File: config.mk
export PLATFORM = sky130hd
export DESIGN_NAME = regfile_scoreboard
export DESIGN_NICKNAME = d
export VERILOG_FILES = /design/src/rtl/regfile_scoreboard.sv
export SDC_FILE = /design/constraint.sdc
export NUM_CORES = 2
export LEC_CHECK = 0
export BUFFER_PORTS_ARGS = -buffer_cell sky130_fd_sc_hd__buf_2
export CAP_MARGIN = 20
export CORE_MARGIN = 10
export CORE_UTILIZATION = 60
export DETAILED_ROUTE_END_ITERATION = 7
export PLACE_DENSITY_LB_ADDON = 0.2
export SLEW_MARGIN = 10
export SYNTH_ARGS = -nofsm -noshare
export SYNTH_HDL_FRONTEND = slang
export SYNTH_HIERARCHICAL = 1
export SYNTH_SLANG_ARGS = --single-unit
File: constraint.sdc
create_clock -name clk -period 6.5 [get_ports clk]
set_input_delay 0.65 -clock clk [delete_from_list [all_inputs] [get_ports clk]]
set_output_delay 0.65 -clock clk [all_outputs]
set_load 0.02 [all_outputs]
File: src/rtl/regfile_scoreboard.sv
// regfile_scoreboard: multi-read-port register file with byte-lane writes,
// optional same-cycle write forwarding and a per-register pending-write
// scoreboard used by ID to detect RAW hazards on outstanding writebacks.
//
// Ports
//   clk, reset        rising-edge clock, async active-low reset
//   wr_en/addr/data/be  write port, byte-lane enables
//   rd_addr/rd_data   NUM_RD packed read ports, port k at slice k
//   rd_busy           per-port "register has a pending write"
//   rsv_en/rsv_addr   reserve a register (mark pending)
//   flush             drop every reservation
//   busy_cnt          number of reserved registers
//   v0, a0, sp, ra    raw taps of entries 2, 4, 29, 31 (never forwarded)

// One read port: entry select, forwarding and busy masking.
module regfile_rd_port #(
  parameter int DATA_W = 32,
  parameter int ADDR_W = 5,
  parameter int BYPASS = 1
) (
  input  logic [2**ADDR_W-1:0][DATA_W-1:0] mem,
  input  logic [2**ADDR_W-1:0]             busy,
  input  logic                             fwd_en,
  input  logic [ADDR_W-1:0]                wr_addr,
  input  logic [DATA_W-1:0]                wr_merged,
  input  logic [ADDR_W-1:0]                addr,
  output logic [DATA_W-1:0]                data,
  output logic                             busy_o
);
  logic zero, hit;

  assign zero = (addr == '0);
  // A forwarded write resolves the hazard in the same cycle.
  assign hit  = (BYPASS != 0) && fwd_en && (wr_addr == addr) && !zero;

  assign data   = zero ? '0 : (hit ? wr_merged : mem[addr]);
  assign busy_o = busy[addr] && !zero && !hit;
endmodule

module regfile_scoreboard #(
  parameter int DATA_W = 32,
  parameter int ADDR_W = 5,
  parameter int NUM_RD = 2,
  parameter int BYPASS = 1
) (
  input  logic                     clk,
  input  logic                     reset,
  input  logic                     wr_en,
  input  logic [ADDR_W-1:0]        wr_addr,
  input  logic [DATA_W-1:0]        wr_data,
  input  logic [DATA_W/8-1:0]      wr_be,
  input  logic [NUM_RD*ADDR_W-1:0] rd_addr,
  output logic [NUM_RD*DATA_W-1:0] rd_data,
  output logic [NUM_RD-1:0]        rd_busy,
  input  logic                     rsv_en,
  input  logic [ADDR_W-1:0]        rsv_addr,
  input  logic                     flush,
  output logic [ADDR_W:0]          busy_cnt,
  output logic [DATA_W-1:0]        v0,
  output logic [DATA_W-1:0]        a0,
  output logic [DATA_W-1:0]        sp,
  output logic [DATA_W-1:0]        ra
);
  localparam int DEPTH = 2**ADDR_W;
  localparam int NB    = DATA_W/8;
  localparam int CNT_W = ADDR_W+1;

  logic [DEPTH-1:0][DATA_W-1:0] mem;
  logic [DEPTH-1:0]             busy, busy_nxt;
  logic [DATA_W-1:0]            wr_merged;
  logic                         fwd_en, set_inc, clr_dec;

  // Value the write target will hold after the edge.
  always_comb begin
    wr_merged = mem[wr_addr];
    for (int i = 0; i < NB; i++)
      if (wr_be[i]) wr_merged[8*i +: 8] = wr_data[8*i +: 8];
  end

  // Forwarding is suppressed while reset is held so every read is zero.
  assign fwd_en = wr_en && reset;

  // Entry 0 is never written, so it stays at its reset value of zero.
  always_ff @(posedge clk or negedge reset)
    if (!reset)                        mem <= '0;
    else if (wr_en && wr_addr != '0)   mem[wr_addr] <= wr_merged;

  // Reservation is applied after the write clear so the younger reserve wins.
  always_comb begin
    busy_nxt = busy;
    if (flush) busy_nxt = '0;
    else begin
      if (wr_en)  busy_nxt[wr_addr]  = 1'b0;
      if (rsv_en) busy_nxt[rsv_addr] = 1'b1;
    end
    busy_nxt[0] = 1'b0;
  end

  // Count only real transitions; a reserve+write on the same entry is neutral
  // when already busy and a plain set when idle.
  assign set_inc = rsv_en && (rsv_addr != '0) && !busy[rsv_addr];
  assign clr_dec = wr_en && (wr_addr != '0) && busy[wr_addr] &&
                   !(rsv_en && rsv_addr == wr_addr);

  always_ff @(posedge clk or negedge reset)
    if (!reset) begin
      busy     <= '0;
      busy_cnt <= '0;
    end else begin
      busy <= busy_nxt;
      if (flush) busy_cnt <= '0;
      else       busy_cnt <= busy_cnt + CNT_W'(set_inc) - CNT_W'(clr_dec);
    end

  for (genvar k = 0; k < NUM_RD; k++) begin : g_rd
    regfile_rd_port #(.DATA_W(DATA_W), .ADDR_W(ADDR_W), .BYPASS(BYPASS)) u_port (
      .mem       (mem),
      .busy      (busy),
      .fwd_en    (fwd_en),
      .wr_addr   (wr_addr),
      .wr_merged (wr_merged),
      .addr      (rd_addr[k*ADDR_W +: ADDR_W]),
      .data      (rd_data[k*DATA_W +: DATA_W]),
      .busy_o    (rd_busy[k])
    );
  end

  // Taps read storage directly; entries beyond the depth read as zero.
  assign v0 = (DEPTH > 2)  ? mem[2  % DEPTH] : '0;
  assign a0 = (DEPTH > 4)  ? mem[4  % DEPTH] : '0;
  assign sp = (DEPTH > 29) ? mem[29 % DEPTH] : '0;
  assign ra = (DEPTH > 31) ? mem[31 % DEPTH] : '0;
endmodule

==> results.md <==
* Outcome: finished, violations left
* Failing checks: DRC
* Stages on the worst setup path at 8
* Min-delay worst type: reg -> reg
* Pre-CTS setup slack at 1660 ps
* CTS sink cnt at 1061
* Fillers at 8431
* Comb power frac at 25.2%
* Final hold vios at 0
* WP data arrival at 4390 ps
* Max Clk Rate at 198 MHz
* Worst rel slew slack at 16.6%
* Post-detail-place hpwl at 162 mm
* CP max-delay cell: nand4b_1
* Switching power share of the total at 32.8%
* Kind of start point of the critical path: input pin
* Cell variety after synth at 77
* DIE AREA at 126000 µm²
* Clk slew on worst S/H paths at 60 ps
* FF-to-FF setup slack at 2840 ps
* Cell count after placement at 6661
* Crit path kind: in -> out
* DRC violation total after the first TritonRoute iteration at 7628
* Grt total ovfl at 0
* Crit Path Max Fanout at 30
* Tmin final at 5040 ps
* Finished Cell Area at 72600 µm²
* Latest clock arrival within the worst-skew pair at 760 ps
* Worst Hold Endpoint: mem[5]
* Ranking of synthesized cells by area: dfrtp_1 (39%), mux4_2 (14%), mux2_2 (13%)
* Largest net degree at the start of global routing at 172
* CTS max path bufs at 3
* Core box area at 111000 µm²
* RD Place Congestion at 0.975
* Number of buffer and inverter stages on the critical path at 2
* Total track usage at 40.9%
* CTS root buf: clkbuf_16
* Share of layout cells above drive strength 1 at 36.5%
* Post-Syn Area at 67400 µm²
* Ys Warns at 6
* Crit path largest cell delay at 910 ps
* Req. time, crit path at 5850 ps
* Worst clock skew at 27.0 ps
* Worst Max-Slew Pin Slew at 1250 ps
* Internal power at 14.8 mW
* Power share of the clock group at 32.9%
* IO Count at 261
* Via count at 53700
* RSZ-0062 raised after global routing: no
* # nets final at 5363
* Total negative slack at 0 ps
* R2R Path End: busy_cnt[5]
* CTS tree: done
* Worst hold slack at 421 ps
* CTS H-tree lvls at 3
* CP Capture Type: primary output
* Die width at 355 µm
* Tot Pwr at 22.0 mW
* Tcrit/Tclk final at 77.5%
* Post-DRT Antenna Nets at 0
* Num rows at 122
* Dpl cell area at 68400 µm²
* Resized cells post-CTS at 0
* Crit Reg-Reg Startpoint: busy[11]
* Num CTS Buffers at 118
* Finished Layout Cells at 6881
* Post-route DRC at 1
* Final setup violation count at 0
* DIE HEIGHT at 355 µm
* Yosys reg bits at 1061
* Post-Synthesis Mean Instance Area at 12.3 µm²
* Final WL at 264 mm
* Vias per cell at 7.81
* Most frequent CP cell: buf_2
* TritonRoute pass-1 iters at 8
* Global-route wire length before repair at 379 mm
* Sequential Power Share at 41.9%
* Post-layout util at 65.3%
* Peak VDD IR at 0.256 mV
* Yosys top cell by area: dfrtp_1
* Port Buffer Count at 260
* Vias in the first global route at 52800
* Seq/Total Area, Yosys at 39.4%
* EDFF count, synth at 0
* Syn Inst Count at 5456
* Critical path, cell by cell: buf_2 > nand4b_1 > o22ai_1 > nor4_1 > a32oi_2 > o21ai_0 > a31oi_1 > buf_2
* Final Worst Setup Slack at 1460 ps
* Max-cap violations at 0
* R2R cell count at 13
* Sw Pwr at 7.23 mW
* PwrDens at 303 nW/µm²
* Worst Hold Path Cells at 0
* Async S/R FF share, synth at 100%
* Max-slew violation count at 0
* Initial antenna violation count at 10
* Area growth from synthesis to layout at 7.77%
* Initial core utilization at 60.6%
* Ys flop type: dfrtp_1
* Hold Crit Start: mem[5]
* Synth top area share at 39.4%
* Post-DR wirelength/cell at 38.4 µm
* Leakage at 32.4 nW
* Largest delay share family, worst path: compound AO/OA/AOI/OAI gates
worst reg2reg max path: cells and delay by family, from the launching register on:
family	cells	cell delay, ps
AOI/OAI and AO/OA	5	990
and+or+nand+nor	4	900
muxes	1	600
adders and majority gates	2	560
DFF	1	420
buffers and inverters	1	50
cells in the final DEF, fill, tap and decap left out, types with 20 or more instances in the layout:
master,synthesis,routed
buf_2,205,253
nor2_1,80,66
nand3_1,26,24
o22ai_1,136,136
dfrtp_1,1061,1061
a22oi_1,96,96
mux2_2,792,792
o211ai_1,90,90
a22o_1,30,30
mux4_2,424,424
clkbuf_16,0,119
inv_1,43,41
nand2_1,314,295
o21ai_0,265,265
o22a_1,90,90
a31oi_1,67,67
buf_12,2,20
buf_4,209,170
o221ai_1,36,36
mux2i_1,748,748
a221oi_1,144,144
a21oi_1,20,20
clkbuf_8,0,35
nor4_1,30,30
state kept, by name, indices dropped and copies added, names as in the netlist:
signal	count
a0	32
busy	31
busy_cnt	6
mem	896
ra	32
sp	32
v0	32
worst max path at each step:
stage	from	endpoint	slack (ps)
2_1_floorplan	wr_addr[1]	busy_cnt[5]	2260
3_3_place_gp	wr_addr[0]	rd_data[21]	1730
3_5_place_dp	wr_addr[4]	busy_cnt[5]	1660
4_1_cts	wr_addr[3]	rd_data[20]	1680
5_1_grt	wr_addr[0]	rd_data[55]	1430
6_report	wr_addr[2]	rd_data[20]	1460
routing by layer:
layer  up-vias  GRT usage, %  share of wire, %
li1      20700             -                 -
met1     27100          51.2                35
met2      4652          56.4                41
met3      1331          18.3                16
met4        20          27.8               8.4
met5         -         0.769              0.11
timing repair:
item                      4_1_cts  5_1_grt
hold endpoints to repair       75        0
hold buffers                    1        0
setup buffers                   0        0
synth_stat cells, types with 96 or more instances:
library cell,n
mux2i_1,748
a221oi_1,144
o22ai_1,136
o21ai_0,265
clkbuf_1,237
mux2_2,792
buf_2,205
a22oi_1,96
mux4_2,424
nand2_1,314
dfrtp_1,1061
buf_4,209
cell families (layout without fill, tap and decap cells):
group / Yosys count / count (layout) / share of synthesized area (%)
xor+xnor: 19 / 19 / 0.247
compound gates: 1057 / 1057 / 11.1
fa+ha+maj: 7 / 7 / 0.141
flops: 1061 / 1061 / 39.4
mux: 1964 / 1964 / 38.5
simple gates: 567 / 567 / 3.94
buf+inv: 780 / 714 / 6.58
other cells: 1 / 4 / 0.00557
cell type report:
type | count | area [µm²] | share of cell area [%]
multi-input cells | 3616 | 36700 | 50.6
flip-flops and latches | 1061 | 26600 | 36.6
clock buffers | 173 | 3530 | 4.86
repair buffers | 452 | 3080 | 4.25
well taps | 1488 | 1860 | 2.57
clock inverters | 43 | 638 | 0.879
inverters | 46 | 173 | 0.238
diodes | 2 | 5.00 | 0.00690
power groups by stage:
stage | sequential (mW) | combinational (mW) | clock (mW)
floorplan | 8.77 | 4.20 | 0
detailed placement | 9.24 | 5.41 | 0
CTS | 9.13 | 5.44 | 7.25
global placement | 9.15 | 5.32 | 0
global route | 9.36 | 5.86 | 7.53
finish | 9.22 | 5.56 | 7.25
Power figures use the tool's default switching activity.
